===== src/rtl/uart_pipe_sched_pkg.sv =====
// Shared encodings and default timing constants for the FIFO/UART pipeline scheduler.
package sched_pkg;

  typedef enum logic [1:0] {
    ST_RUN   = 2'd0,
    ST_HOLD  = 2'd1,
    ST_DRAIN = 2'd2,
    ST_CLEAR = 2'd3
  } schedState_t;

  localparam int CLEAR_CYCLES_DEF  = 2;
  localparam int DRAIN_TIMEOUT_DEF = 4096;
  localparam int IDLE_W            = 12;
  localparam int DROP_W            = 8;

endpackage


===== src/rtl/uart_pipe_sched_rr_arbiter2.sv =====
// Two-way round-robin arbiter: index W (write) and R (read), last-served flag
// advances only when the caller reports a real grant through upd.
module rr_arbiter2 (
  input  logic clk,
  input  logic reset,
  input  logic reqW,
  input  logic reqR,
  input  logic upd,
  output logic gntW,
  output logic gntR
);

  logic lastW;

  // lastW=0 (read served last, or nothing yet) favours the writer
  always_comb begin
    gntW = reqW & (~reqR | ~lastW);
    gntR = reqR & (~reqW | lastW);
  end

  always_ff @(posedge clk or posedge reset) begin
    if (reset) begin
      lastW <= 1'b0;
    end else if (upd) begin
      lastW <= gntW;
    end
  end

endmodule


===== src/rtl/uart_pipe_sched.sv =====
// Scheduler that owns the single-port FIFO: arbitrates writer/reader one op at a
// time and sequences the pipeline through run, hold, drain and clear.
module uart_pipe_sched
  import sched_pkg::*;
#(
  parameter int CLEAR_CYCLES  = CLEAR_CYCLES_DEF,
  parameter int DRAIN_TIMEOUT = DRAIN_TIMEOUT_DEF
) (
  input  logic              clk,
  input  logic              reset,
  input  logic              wr_req,
  input  logic              rd_req,
  input  logic              pause,
  input  logic              flush,
  input  logic              fifo_busy,
  input  logic              fifo_full,
  input  logic              fifo_empty,
  output logic              fifo_we,
  output logic              fifo_re,
  output logic              fifo_clear,
  output logic              wr_gnt,
  output logic              rd_gnt,
  output logic              in_enable,
  output logic              out_enable,
  output logic [DROP_W-1:0] drop_count,
  output logic [1:0]        state
);

  localparam int CLR_W = (CLEAR_CYCLES > 1) ? $clog2(CLEAR_CYCLES) : 1;
  localparam logic [CLR_W-1:0]  CLR_LAST  = CLR_W'(CLEAR_CYCLES - 1);
  localparam logic [IDLE_W-1:0] IDLE_LAST = IDLE_W'(DRAIN_TIMEOUT - 1);

  function automatic logic [DROP_W-1:0] satInc(input logic [DROP_W-1:0] v);
    return (&v) ? v : v + 1'b1;
  endfunction

  schedState_t       stateQ;
  schedState_t       stateNext;
  logic [IDLE_W-1:0] idleCnt;
  logic [CLR_W-1:0]  clrCnt;
  logic [DROP_W-1:0] dropCnt;

  logic wrAllow, rdAllow, gapCycle;
  logic wrElig_p0, rdElig_p0;
  logic gntW_p0, gntR_p0, we_p0, drop_p0, arbUpd_p0;
  logic fifoWe_p1, fifoRe_p1, wrGnt_p1, rdGnt_p1, fifoClear_p1;

  // Stage p0: eligibility and arbitration from the current state and inputs
  assign wrAllow   = (stateQ == ST_RUN);
  assign rdAllow   = (stateQ == ST_RUN) || (stateQ == ST_DRAIN);
  assign gapCycle  = wrGnt_p1 | rdGnt_p1;
  assign wrElig_p0 = wr_req & ~fifo_busy & wrAllow & ~gapCycle;
  assign rdElig_p0 = rd_req & ~fifo_empty & ~fifo_busy & rdAllow & ~gapCycle;

  rr_arbiter2 uArb (
    .clk   (clk),
    .reset (reset),
    .reqW  (wrElig_p0),
    .reqR  (rdElig_p0),
    .upd   (arbUpd_p0),
    .gntW  (gntW_p0),
    .gntR  (gntR_p0)
  );

  assign we_p0     = gntW_p0 & ~fifo_full;
  assign drop_p0   = gntW_p0 & fifo_full;
  assign arbUpd_p0 = gntR_p0 | we_p0;

  always_ff @(posedge clk or posedge reset) begin
    if (reset) begin
      stateQ <= ST_RUN;
    end else begin
      stateQ <= stateNext;
    end
  end

  // Drain exit waits until no read strobe is outstanding
  always_comb begin
    stateNext = stateQ;
    case (stateQ)
      ST_RUN: begin
        if (flush)      stateNext = ST_DRAIN;
        else if (pause) stateNext = ST_HOLD;
      end
      ST_HOLD: begin
        if (flush)      stateNext = ST_DRAIN;
        else if (pause) stateNext = ST_RUN;
      end
      ST_DRAIN: begin
        if ((fifo_empty && !fifoRe_p1) || (!rdGnt_p1 && idleCnt == IDLE_LAST))
          stateNext = ST_CLEAR;
      end
      ST_CLEAR: begin
        if (clrCnt == CLR_LAST) stateNext = ST_RUN;
      end
      default: stateNext = ST_RUN;
    endcase
  end

  always_comb begin
    in_enable  = 1'b0;
    out_enable = 1'b0;
    case (stateQ)
      ST_RUN: begin
        in_enable  = 1'b1;
        out_enable = 1'b1;
      end
      ST_DRAIN: out_enable = 1'b1;
      default: begin
        in_enable  = 1'b0;
        out_enable = 1'b0;
      end
    endcase
  end

  always_ff @(posedge clk or posedge reset) begin
    if (reset) begin
      idleCnt <= '0;
      clrCnt  <= '0;
      dropCnt <= '0;
    end else begin
      if (stateQ == ST_DRAIN) begin
        idleCnt <= rdGnt_p1 ? '0 : idleCnt + 1'b1;
      end else begin
        idleCnt <= '0;
      end

      if (stateQ == ST_CLEAR) begin
        clrCnt <= (clrCnt == CLR_LAST) ? '0 : clrCnt + 1'b1;
      end else begin
        clrCnt <= '0;
      end

      if (stateQ == ST_CLEAR) begin
        dropCnt <= '0;
      end else if (drop_p0) begin
        dropCnt <= satInc(dropCnt);
      end
    end
  end

  // Stage p1: registered strobes and grants
  always_ff @(posedge clk or posedge reset) begin
    if (reset) begin
      fifoWe_p1    <= 1'b0;
      fifoRe_p1    <= 1'b0;
      wrGnt_p1     <= 1'b0;
      rdGnt_p1     <= 1'b0;
      fifoClear_p1 <= 1'b0;
    end else begin
      fifoWe_p1    <= we_p0;
      fifoRe_p1    <= gntR_p0;
      wrGnt_p1     <= gntW_p0;
      rdGnt_p1     <= gntR_p0;
      fifoClear_p1 <= (stateNext == ST_CLEAR);
    end
  end

  assign fifo_we    = fifoWe_p1;
  assign fifo_re    = fifoRe_p1;
  assign wr_gnt     = wrGnt_p1;
  assign rd_gnt     = rdGnt_p1;
  assign fifo_clear = fifoClear_p1;
  assign drop_count = dropCnt;
  assign state      = stateQ;

endmodule


===== config.mk =====
export PLATFORM = sky130hd
export DESIGN_NAME = uart_pipe_sched
export DESIGN_NICKNAME = d
export VERILOG_FILES = /design/src/rtl/uart_pipe_sched_pkg.sv /design/src/rtl/uart_pipe_sched_rr_arbiter2.sv /design/src/rtl/uart_pipe_sched.sv
export SDC_FILE = /design/constraint.sdc
export NUM_CORES = 1
export LEC_CHECK = 0
export BUFFER_PORTS_ARGS = -buffer_cell sky130_fd_sc_hd__buf_2
export CAP_MARGIN = 20
export CORE_MARGIN = 3
export CORE_UTILIZATION = 53
export DETAILED_ROUTE_END_ITERATION = 12
export GPL_TIMING_DRIVEN = 0
export PLACE_DENSITY = 0.8
export SYNTH_ARGS = -nofsm -noshare
export SYNTH_HDL_FRONTEND = slang
export SYNTH_SLANG_ARGS = --single-unit

===== constraint.sdc =====
create_clock -name clk -period 2.3 [get_ports clk]
set_input_delay 0.23 -clock clk [delete_from_list [all_inputs] [get_ports clk]]
set_output_delay 0.23 -clock clk [all_outputs]
set_load 0.01 [all_outputs]

======== Word-level counts from Yosys, hierarchy flattened ========
Cells that the tools add are included.
storage, ports and cells
  register bits ........................... 28
  input port bits ......................... 9
  logic and storage cells ................. 66
cells by class
  $add $sub $neg .......................... 3
  eq/ne operators ......................... 6
  mux-type cells .......................... 16
  bitwise operators ....................... 22
  reduce and logical (&&, ||, !) cells .... 10
operators with widths
  kind                                            count
  two-way mux 12 bit                              2
  two-way mux 8 bit                               3
  adder 12 x 1 -> 12 bit (second input constant)  1
  == test 12 bit (second input constant)          1
  two-way mux 2 bit                               6
  AND 1 bit                                       11
  adder 8 x 1 -> 8 bit (second input constant)    1
  one-hot mux 2 bit (4 select lines)              1
  AND reduction 8 bit                             1
  inverter 1 bit                                  7
  == test 2 bit (second input constant)           3
  two-way mux 1 bit                               4
  OR 1 bit                                        4
  == test 2 x 1 -> 1 bit (second input constant)  1
  logical AND 1 bit                               2
  zero test 2 bit                                 1
  logical OR 1 bit                                2
  inequality test 2 bit (second input constant)   1
  AND reduction 2 bit                             1
  nonzero test 2 bit                              1
  OR reduction 2 bit                              1
  adder 1 bit (second input constant)             1
  zero test 1 bit                                 1

======== Depth between registers and ports, before layout ========
Gate-level depths: netlist (run 1).
  word-level depth ........................ 11
  mapped depth ............................ 7
  gate-level depth less buffers ........... 5

======== Cells and area by module ========
Synthesis (run 1) repeated with hierarchy kept, for this count alone.
unflattened totals
  cells, all modules ...................... 143
  area total of the unflattened synthesis .. 1,427.6 µm²
modules (own cells, without submodules)
  module           times used  cells each  area each (µm²)  sequential area each (µm²)
  uart_pipe_sched  1           137         1,361.3          675.6
  rr_arbiter2      1           6           66.3             25.0

======== Worst setup path before layout (run 1) ========
OpenSTA, ideal clock, no wires.
  path type ............................... reg2reg
  start ................................... reg stateQ[0], in the netlist state[0]
  end ..................................... reg dropCnt[4], in the netlist drop_count[4]
  setup time .............................. 0.077 ns
  arrival ................................. 2.083 ns
  data required time ...................... 2.223 ns
  path slack .............................. 0.140 ns
  stages on the path, launching flop included .. 6
  buffers on the path ..................... 1
  period minus slack after synthesis ...... 2.160 ns
  path through ............................ dfrtp_1 or4_1 or3_1 buf_2 or4_1 a21oi_1
between the ends
  longest elaborated chain between the ends .. 10
ends and longest elaborated chain
  element                                           RTL line                                      source
  start: declaration                                uart_pipe_sched.sv:37                         schedState_t stateQ;
  start signal: assignment                          uart_pipe_sched.sv:73                         stateQ <= stateNext;
  == test 2 bit or zero test 2 bit (tied branches)  uart_pipe_sched.sv:50, uart_pipe_sched.sv:49
  logical OR 1 bit                                  uart_pipe_sched.sv:50                         assign rdAllow = (stateQ == ST_RUN) || (stateQ == ST_DRAIN);
  AND 1 bit (2 in series)                           uart_pipe_sched.sv:53                         assign rdElig_p0 = rd_req & ~fifo_empty & ~fifo_busy & rdAllow & ~gapCycle;
  inverter 1 bit                                    uart_pipe_sched_rr_arbiter2.sv:17             gntW = reqW & (~reqR | ~lastW);
  OR 1 bit                                          uart_pipe_sched_rr_arbiter2.sv:17
  AND 1 bit                                         uart_pipe_sched_rr_arbiter2.sv:17
  AND 1 bit                                         uart_pipe_sched.sv:66                         assign drop_p0 = gntW_p0 & fifo_full;
  nonzero test 2 bit (no line)                      n/a
  AND reduction 2 bit (no line)                     n/a
  end signal: assignment                            uart_pipe_sched.sv:137                        dropCnt <= satInc(dropCnt);
  end: declaration                                  uart_pipe_sched.sv:41                         logic [DROP_W-1:0] dropCnt;
Parallel ways exist; a longest one is shown, timed or not.
A chain may end at the register's enable or synchronous reset.

======== Final worst setup path (run 1) ========
  start ................................... reg stateQ[0], in the netlist state[0]
  end ..................................... reg dropCnt[2], in the netlist drop_count[2]
Same word-level chain as after synthesis.

==> reports/metrics.cfg, run 1 <==
[run_status]
status = complete, no violations

[clock_tree]
cts_tree = built
clk_pin_slew_ps = 140
clock_sinks = 28
clock_latency_ps = 310
cts_buffers = 3
htreeDepth = 1
clockBufferDepth = 2
clockRootBuffer = clkbuf_4

[synthesis]
syn_inst = 137
ys_ff_latch = 28
synth_top_area_share_pct = 51.6
synth_nets = 148
dominantRegCellSynth = dfrtp_1
syn-cell-area_mm2 = 0.00136
synth_edf_count = 0
yosysSeqAreaShare_pct = 51.6
yosys.area.top_type = dfrtp_1
synth_most_common_cell = dfrtp_1
synth_cell_types = 37
yosysWarnings = 0
synth_area_leaders = dfrtp_1, nor2_1, xnor2_1
async_flop_share_pct = 100
ys_top_cells_by_count = dfrtp_1, nor2_1, nand2_1
syn_area_per_cell_um2 = 9.91

[route]
route.top_layer_used = met4
dr.pass1.iters = 4
wl_met3_um = 172
met2_length_mm = 1.39
met1_length_mm = 1.30
antenna_left = 0
vias = 1166
avgRoutedWirePerCell_um = 14.6
wl_mm = 2.89
via_per_inst = 5.89
drt_iter0_markers = 51
drc = 0

[critical_path]
start_kind = flip-flop
critPathLaunch = state[0]
worst_r2r_path_depth = 5
endpoint = drop_count[2]
cp.required_ps = 2540
crit_type = reg -> reg
crit_top_cell = or4_4
crit_path_end_kind = flip-flop
crit_chain = or4_4 > or3_1 > buf_6 > or4_4 > a21oi_2
cp_max_fo = 7
r2r_start = state[0]
r2r_slack_ps = 70
critPathMaxStageDelay_ps = 520
timing.rr.end = drop_count[2]
cp_num_buf_inv = 1
critPathArrivalTime_ps = 2470
cp_num_cells = 5
cpMaxStageDelayCell = or4_4
cpLargestDelayFamily = simple AND/OR/NAND/NOR gates

[power]
power.leakage_nw = 0.756
power.share.combinational_pct = 33.5
power_mw = 1.24
p_sw_mw = 0.441
p_per_area_mw_per_mm2 = 766
p_clk_share_pct = 14.9
swShare_pct = 35.6
irDropWorstVdd_mv = 0.549
pwr-share-seq_pct = 51.6
intPower_mw = 0.799

[floorplan]
fp.coreArea_mm2 = 0.00232
die_y_um = 56.6
row_count = 17
die_w_um = 56.6
ioPinCount = 26
start_util_pct = 58.6
die_area_mm2 = 0.00320

[timing]
hold_viol = 0
timing.final.ws_setup_ps = 73.2
fin_skew_ps = 9.88
max_slew_margin_pct = 70.4
rsz0062_at_grt = no
fin_crit_sh_pct = 96.8
whs_ps = 155
fin_crit_ps = 2230
setup_viol = 0
fmax_mhz = 449
worstMarginPinSlew_ps = 443
fin_setup_tns_ps = 0
maxSlewViolCount = 0

[global_routing]
globalRoute.totalOverflow = 0
grt_max_degree = 29
grt_usage_pct = 18.6
grt_pass1_wl_mm = 4.80
grt_pass1_vias = 1093
antenna_found_initial = 0

[finish]
seq_area_um2 = 702
layout.cells.non_filler = 198
nets = 183
drive_gt1_share_pct = 24.7
area_growth_syn_to_layout_pct = 19.3
nFillCells = 173
multi_input_area_um2 = 618
final_core_util_pct = 69.8
diodes = 0
design_area_mm2 = 0.00162

[placement]
post_dp_cell_area_mm2 = 0.00152
place_congestion = 0.803
port-buffer-count = 25
hpwl_mm = 2.07
dp.cells = 190
dp_slack_ps = 22.1

[worst_hold_path]
hold_class = in -> reg
hp-start = fifo_full

[flow_run]
max_cap_violations = 0

## power by group through the flow
stage | clock [mW] | combinational, mW | sequential, mW
floorplan | 0 | 0.219 | 0.650
global placement | 0 | 0.335 | 0.646
detailed placement | 0 | 0.353 | 0.653
CTS | 0.194 | 0.357 | 0.645
global route | 0.222 | 0.465 | 0.651
finish | 0.184 | 0.416 | 0.640
## state kept, by name, indices dropped and copies added (netlist names)
name        count
idleCnt        12
drop_count      8
state           2
clrCnt          1
fifo_clear      1
fifo_we         1
rd_gnt          1
uArb.lastW      1
wr_gnt          1
## worst reg2reg max path, cell delays in order (launching register included)
cell and delay [ps]:
dfrtp_2 460, or4_4 520, or3_1 380, buf_6 150, or4_4 510, a21oi_2 140
## worst min path at each step
stage	endpoint	slack (ps)	cells after the start
after floorplan	clrCnt	300	1
after global placement	state[1]	460	1
after detailed placement	clrCnt	470	1
after CTS	fifo_we	140	2
after global routing	fifo_we	130	2
final	fifo_we	160	2
## layer usage
layer / global-route usage [%] / vias to the layer above
met3: 3.68 / 8
met1: 25.5 / 542
met5: 0 / -
li1: - / 567
met2: 28.5 / 49
met4: 7.46 / 0
## logic make-up after synthesis
kind of cell,Yosys count,synth area share [%]
compound gates,24,11.6
buf+inv,10,3.69
fa+ha+maj,2,1.84
simple gates,63,24.8
flops,28,51.6
xor+xnor,10,6.45
## timing repair
item | 4_1_cts | 5_1_grt
endpoints found under the setup margin | 3 | 3
pin swaps | 0 | 1
endpoints found under the hold margin | 0 | 3
buffers inserted | 0 | 3
gates resized for setup | 1 | 6
hold buffers | 0 | 1
## cells in the final DEF (no fill, tap or decap), drive strengths merged, types with 2 or more instances in the layout
master  instances
buf            32
dfrtp          28
nor2           20
nand2           9
a21oi           7
nand4           6
nand3           5
o31ai           5
xor2            5
xnor2           5
inv             5
clkbuf          5
nor3            4
o21ai           4
and4            3
or4             3
or3             2
o41ai           2
nor4            2
and3            2
o211ai          2
ha              2
## final cells by class
type | count | area share [%]
Buffer | 5 | 2.32
Clock buffer | 3 | 1.39
Inverter | 5 | 1.16
Multi-Input combinational cell | 99 | 38.2
Sequential cell | 28 | 43.4
Tap cell | 28 | 2.16
Timing Repair Buffer | 30 | 11.4
Power figures use the tool's default switching activity.
==> run 2, diff against run 1 <==
Settings changed: ABC_AREA from default to 1, CORE_UTILIZATION 53 to 55, PLACE_DENSITY 0.8 to 0.81.
==> run 2 against run 1 <==
Effect of this change: critical path depth grew 4; highest routed layer unchanged; final area increased by 8.1%; sequential share of layout area is 3.3 points lower; routed wire length rose by 1.1%; maximum frequency rose by 55%; largest cell class is now multi-input combinational cells; critical endpoint is now drop_count[0]; area after synthesis rose by 13%; clock power up 9%.
==> reports/metrics.cfg, run 2 <==
[clock_tree]
clock_sinks = 28  ; unchanged
clk_pin_slew_ps = 140  ; about the same
htreeDepth = 1  ; unchanged
cts_tree = built  ; unchanged
clock_latency_ps = 330  ; was 310 ps
clockRootBuffer = clkbuf_4  ; unchanged
cts_buffers = 3  ; unchanged
clockBufferDepth = 2  ; unchanged
cts_resized = 0  ; was 1

[finish]
drive_gt1_share_pct = 23.2  ; was 24.7%
multi_input_area_um2 = 714  ; was 618 µm²
regMostFlops = idleCnt  ; unchanged
diodes = 0  ; unchanged
seq_area_um2 = 701  ; was 702 µm²
mostFrequentLayoutCells = nand2_1, nor2_1, dfrtp_1, buf_2, inv_1  ; was dfrtp_1, buf_2, nor2_1, nand2_1
nets = 246  ; was 183
area_growth_syn_to_layout_pct = 14.6  ; was 19.3%
largest_reg_flops = 12  ; unchanged
nFillCells = 231  ; was 173
final_common_cell = nand2_1  ; was dfrtp_1

[power]
pwr-share-seq_pct = 49.0  ; was 51.6%
irDropWorstVdd_mv = 0.689  ; was 0.549 mV
p_clk_share_pct = 15.7  ; was 14.9%
p_sw_mw = 0.508  ; was 0.441 mW
power.share.combinational_pct = 35.2  ; was 33.5%
intPower_mw = 0.762  ; was 0.799 mW
p_per_area_mw_per_mm2 = 725  ; was 766 mW/mm²
swShare_pct = 40.0  ; was 35.6%
power.leakage_nw = 0.899  ; was 0.756 nW

[timing]
hold_viol = 0  ; unchanged
fin_setup_tns_ps = 0  ; unchanged
max_slew_margin_pct = 79.2  ; was 70.4%
fin_crit_sh_pct = 62.5  ; was 96.8%
timing.final.ws_setup_ps = 863  ; was 73.2 ps
maxSlewViolCount = 0  ; unchanged
fin_skew_ps = 3.26  ; was 9.88 ps
worstMarginPinSlew_ps = 311  ; was 443 ps
rsz0062_at_grt = no  ; unchanged
fmax_mhz = 696  ; was 449 MHz
setup_viol = 0  ; unchanged
fin_crit_ps = 1440  ; was 2230 ps

[critical_path]
crit_path_end_kind = flip-flop  ; unchanged
cpMaxStageDelayCell = dfrtp_1  ; was or4_4
cp.required_ps = 2530  ; was 2540 ps
critPathMaxStageDelay_ps = 470  ; was 520 ps
start_kind = flip-flop  ; unchanged
cp_max_fo = 6  ; was 7
crit_chain = ha_1 > nand2_1 > inv_2 > nand2_2 > nor2_4 > nor2_1 > nand3_1 > nand2_1 > nor2_1  ; was or4_4 > or3_1 > buf_6 > or4_4 > a21oi_2
critPathArrivalTime_ps = 1670  ; was 2470 ps
crit_type = reg -> reg  ; unchanged
worst_r2r_path_depth = 9  ; was 5
cpLargestDelayFamily = simple AND/OR/NAND/NOR gates  ; unchanged
cp_num_cells = 9  ; was 5
cp_num_buf_inv = 1  ; unchanged

[placement]
place_congestion = 0.802  ; was 0.803
port-buffer-count = 25  ; unchanged
dp_slack_ps = 890  ; was 22.1 ps
hpwl_mm = 2.18  ; was 2.07 mm

[synthesis]
ys_top_cells_by_count = nand2_1, nor2_1, dfrtp_1  ; was dfrtp_1, nor2_1, nand2_1
synth_most_common_cell = nand2_1  ; was dfrtp_1
yosysWarnings = 0  ; unchanged
synth_nets = 214  ; was 148
dominantRegCellSynth = dfrtp_1  ; unchanged
syn_inst = 203  ; was 137
synth_cell_types = 24  ; was 37
ys_ff_latch = 28  ; unchanged
synth_edf_count = 0  ; unchanged
yosys.area.top_type = dfrtp_1  ; unchanged
syn-cell-area_mm2 = 0.00153  ; was 0.00136 mm²
synth_area_leaders = dfrtp_1, nand2_1, nor2_1  ; was dfrtp_1, nor2_1, xnor2_1
synth_top_area_share_pct = 45.9  ; was 51.6%
syn_area_per_cell_um2 = 7.53  ; was 9.91 µm²
async_flop_share_pct = 100  ; unchanged
yosysSeqAreaShare_pct = 45.9  ; was 51.6%

[route]
dr.pass1.iters = 4  ; unchanged
via_per_inst = 5.05  ; was 5.89
antenna_left = 0  ; unchanged
drc = 0  ; unchanged
vias = 1329  ; was 1166
wl_mm = 2.92  ; was 2.89 mm
avgRoutedWirePerCell_um = 11.1  ; was 14.6 µm
drt_iter0_markers = 48  ; was 51

[floorplan]
row_count = 18  ; was 17
die_w_um = 58.7  ; was 56.6 µm
die_area_mm2 = 0.00345  ; was 0.00320 mm²
ioPinCount = 26  ; unchanged
die_y_um = 58.7  ; was 56.6 µm
fp.coreArea_mm2 = 0.00257  ; was 0.00232 mm²
start_util_pct = 59.5  ; was 58.6%

[global_routing]
grt_pass1_vias = 1260  ; was 1093
grt_max_degree = 29  ; unchanged
antenna_found_initial = 0  ; unchanged
grt_usage_pct = 19.9  ; was 18.6%
grt_pass1_wl_mm = 5.19  ; was 4.80 mm
globalRoute.totalOverflow = 0  ; unchanged

[flow_run]
max_cap_violations = 0  ; unchanged

[worst_hold_path]
hold_class = in -> reg  ; unchanged
hold_depth = 2  ; unchanged

[run_status]
status = complete, no violations  ; unchanged

## run 2: area by class of cell
class | count | share of cell area [%]
Tap cell | 30 | 2.14
Timing Repair Buffer | 27 | 9.29
Buffer | 1 | 0.429
Inverter | 28 | 6.00
Clock buffer | 3 | 1.29
Sequential cell | 28 | 40.0
Multi-Input combinational cell | 146 | 40.8
## run 2: logic make-up after synthesis
| logic type | Yosys count | share of synthesized area [%] |
|---|---|---|
| AOI/OAI and AO/OA | 16 | 5.49 |
| adders and majority gates | 2 | 1.64 |
| buffers and inverters | 29 | 7.37 |
| and+or+nand+nor | 126 | 38.5 |
| DFF | 28 | 45.9 |
| xor gates and xnor gates | 2 | 1.15 |
## run 2: final timing paths
| path | to | slack, ps | startpoint |
|---|---|---|---|
| setup / recovery | drop_count[0] | 860 | drop_count[0] |
| hold / removal | fifo_we | 100 | fifo_full |
| setup reg to reg | drop_count[0] | 860 | drop_count[0] |
| hold reg to reg | idleCnt[0] | 480 | idleCnt[0] |
| max in group asynchronous | drop_count[7] | 1530 | reset |
| min in group asynchronous | idleCnt[6] | 360 | reset |
## run 2: what timing repair did
| action | 4_1_cts | 5_1_grt |
|---|---|---|
| hold buffers | 0 | 1 |
| setup buffers | 0 | 0 |
| hold endpoints to repair | 0 | 5 |
## run 2: power by group through the flow
stage / sequential [mW] / clock [mW] / combinational, mW
finish: 0.623 / 0.200 / 0.448
global route: 0.634 / 0.228 / 0.503
CTS: 0.624 / 0.209 / 0.444
detailed placement: 0.632 / 0 / 0.442
global placement: 0.631 / 0 / 0.439
floorplan: 0.637 / 0 / 0.301
## run 2: through the flow
step           instances  utilization [%]  hold slack [ps]  area (µm²)  total power [mW]
2_1_floorplan        203                -              295        1530             0.939
3_3_place_gp         258             65.8              439        1690              1.07
4_1_cts              261             66.7             86.1        1710              1.28
3_5_place_dp         258             65.8              448        1690              1.07
5_1_grt              263             68.2             90.5        1750              1.36
6_report             263             68.2             96.8        1750              1.27
## run 2: per-layer routing
layer / up-vias / global-route usage, % / wire length (µm)
met4: 0 / 11.3 / 64
met3: 5 / 2.85 / 99
met1: 599 / 25.3 / 1390
met5: - / 0 / 0
met2: 27 / 32.5 / 1360
li1: 698 / - / -
==> run 3, diff against run 2 <==
Clock period 2.3 ns to 1.4 ns, I/O delays scaled along.
==> run 3 against run 2 <==
Effect of this change: sequential share of layout area down 3.4 points; core utilization up 6.7 points; combinational power up 110%; register-to-register slack worse by 850 ps; worst hold slack worse by 39 ps; total power up 80%; first-iteration DRC count up 8.3%; cell count up 3.8%; count of clock-buffer cells in the layout unchanged; via count up 3.1%; maximum frequency up 3.3%; die area unchanged; critical path type unchanged; critical endpoint is now drop_count[2]; highest routed layer unchanged.
==> reports/metrics.cfg, run 3 (synthesis gave the netlist of run 2 again) <==
[route]
avgRoutedWirePerCell_um = 11.7  ; was 11.1 µm
via_per_inst = 5.02  ; was 5.05
antenna_left = 0  ; unchanged
dr.pass1.iters = 4  ; unchanged
vias = 1370  ; was 1329
drt_iter0_markers = 52  ; was 48
drc = 0  ; unchanged
wl_mm = 3.20  ; was 2.92 mm

[clock_tree]
clock_latency_ps = 330  ; about the same
clock_sinks = 28  ; unchanged
htreeDepth = 1  ; unchanged
clockBufferDepth = 2  ; unchanged
clockRootBuffer = clkbuf_4  ; unchanged
clk_pin_slew_ps = 150  ; was 140 ps
cts_tree = built  ; unchanged
cts_buffers = 3  ; unchanged

[timing]
max_slew_margin_pct = 78.2  ; was 79.2%
rsz0062_at_grt = yes  ; was no
fin_crit_ps = 1390  ; was 1440 ps
worstMarginPinSlew_ps = 326  ; was 311 ps
whs_ps = 58.3  ; was 96.8 ps
fin_crit_sh_pct = 99.4  ; was 62.5%
maxSlewViolCount = 0  ; unchanged
fmax_mhz = 719  ; was 696 MHz
fin_setup_tns_ps = 0  ; unchanged
hold_viol = 0  ; unchanged
fin_skew_ps = 10.5  ; was 3.26 ps
timing.final.ws_setup_ps = 8.64  ; was 863 ps
setup_viol = 0  ; unchanged

[placement]
port-buffer-count = 25  ; unchanged
post_dp_cell_area_mm2 = 0.00169  ; unchanged
place_congestion = 0.802  ; unchanged
dp_slack_ps = -9.78  ; was 890 ps
hpwl_mm = 2.18  ; unchanged

[critical_path]
cpMaxStageDelayCell = dfrtp_1  ; unchanged
cpLargestDelayFamily = simple AND/OR/NAND/NOR gates  ; unchanged
critPathMaxStageDelay_ps = 420  ; was 470 ps
start_kind = flip-flop  ; unchanged
critPathArrivalTime_ps = 1670  ; about the same
cp.required_ps = 1680  ; was 2530 ps
cp_num_buf_inv = 1  ; unchanged
crit_top_cell = nand2_2
crit_chain = ha_2 > nand2_2 > inv_4 > nand2_4 > nor2_4 > nand2_4 > nand2_8 > nand2_2 > nand2_2  ; was ha_1 > nand2_1 > inv_2 > nand2_2 > nor2_4 > nor2_1 > nand3_1 > nand2_1 > nor2_1
crit_type = reg -> reg  ; unchanged
cp_max_fo = 7  ; was 6
crit_path_end_kind = flip-flop  ; unchanged

[worst_hold_path]
hold_class = in -> reg  ; unchanged

[power]
swShare_pct = 39.9  ; was 40.0%
irDropWorstVdd_mv = 1.12  ; was 0.689 mV
pwr-share-seq_pct = 45.1  ; was 49.0%
power.leakage_nw = 0.962  ; was 0.899 nW
p_clk_share_pct = 14.6  ; was 15.7%
power.share.combinational_pct = 40.3  ; was 35.2%
p_sw_mw = 0.911  ; was 0.508 mW
p_per_area_mw_per_mm2 = 1190  ; was 725 mW/mm²
intPower_mw = 1.37  ; was 0.762 mW

[finish]
design_area_mm2 = 0.00192  ; was 0.00175 mm²
mostFrequentLayoutCells = nand2_1, nor2_1, dfrtp_1, buf_2, inv_1  ; unchanged
regMostFlops = idleCnt  ; unchanged
area_growth_syn_to_layout_pct = 25.9  ; was 14.6%
nets = 256  ; was 246
largest_reg_flops = 12  ; unchanged
drive_gt1_share_pct = 32.9  ; was 23.2%
diodes = 0  ; unchanged
final_common_cell = nand2_1  ; unchanged

[global_routing]
grt_pass1_wl_mm = 5.26  ; was 5.19 mm
grt_usage_pct = 20.2  ; was 19.9%
busiest_layer = met2  ; unchanged
grt_max_degree = 29  ; unchanged
grt_use_met2_pct = 33.3  ; was 32.5%
grt_pass1_vias = 1266  ; was 1260
globalRoute.totalOverflow = 0  ; unchanged
antenna_found_initial = 0  ; unchanged
grt.met1_usage_pct = 25.6  ; was 25.3%
met3_usage_pct = 2.85  ; unchanged

[floorplan]
ioPinCount = 26  ; unchanged
row_count = 18  ; unchanged
fp.coreArea_mm2 = 0.00257  ; unchanged
start_util_pct = 59.5  ; unchanged
die_y_um = 58.7  ; unchanged
die_area_mm2 = 0.00345  ; unchanged
die_w_um = 58.7  ; unchanged

[flow_run]
max_cap_violations = 0  ; unchanged

[run_status]
status = complete, no violations  ; unchanged

[run 3: cell count changes in the layout (fill, tap and decap cells not counted), moves of 2 or more]
cell           before  now
buf_4               1    9
nand2_2             3    7
dfrtp_1            28   25
dlygate4sd3_1       1    3
dfrtp_2             0    3
nor2_1             32   29
nand3_2             0    3
ha_1                2    0
nor2_4              4    6
nand3_1            17   14
nand2_1            56   50
[run 3: worst register-to-register path: cells and delay by family, from the launching register on]
family / cells / cell delay (ps)
fa+ha+maj: 1 / 200
flops: 1 / 420
buf+inv: 1 / 80
simple gates: 7 / 650
[run 3: worst paths after layout]
kind                                  to  cells past startpoint  slack (ps)     startpoint
setup / recovery           drop_count[2]                      9           9  drop_count[1]
hold / removal                  state[0]                      3          60          pause
setup reg to reg           drop_count[2]                      9           9  drop_count[1]
hold reg to reg                   clrCnt                      1         500         clrCnt
max in group asynchronous  drop_count[7]                      4         720          reset
min in group asynchronous     idleCnt[6]                      3         270          reset
[run 3: power by group through the flow]
stage	sequential (mW)	combinational [mW]	clock (mW)
detailed placement	1.04	0.727	0
floorplan	1.05	0.495	0
CTS	1.02	0.769	0.343
global placement	1.04	0.721	0
finish	1.03	0.920	0.334
global route	1.04	1.01	0.379
[run 3: per-stage QoR]
step / std cells / total power [mW] / utilization [%]
finish: 273 / 2.28 / 74.9
global route: 273 / 2.44 / 74.9
CTS: 265 / 2.13 / 68.3
detailed placement: 258 / 1.77 / 65.8
global placement: 258 / 1.76 / 65.8
floorplan: 203 / 1.54 / -
[run 3: cell type report]
class                      instances  area [µm²]
sequential                        28         704
timing repair buffer              37         243
clock buffer                       3        22.5
inverter                          28         108
multi-input combinational        146         801
buffer                             1        7.51
tap                               30        37.5
fill                             199         644
[run 3: timing repair]
action	in CTS	in global routing
buffers inserted	2	6
endpoints found under the hold margin	2	5
hold buffers	2	1
resized for setup	3	22
endpoints found under the setup margin	10	15
pin swaps	0	9
[run 3: layer usage]
metal  share of wire [%]  routed length (µm)
met1                  46                1470
met2                  48                1550
met3                 3.6                 115
met4                 2.0                  63
met5                   0                   0
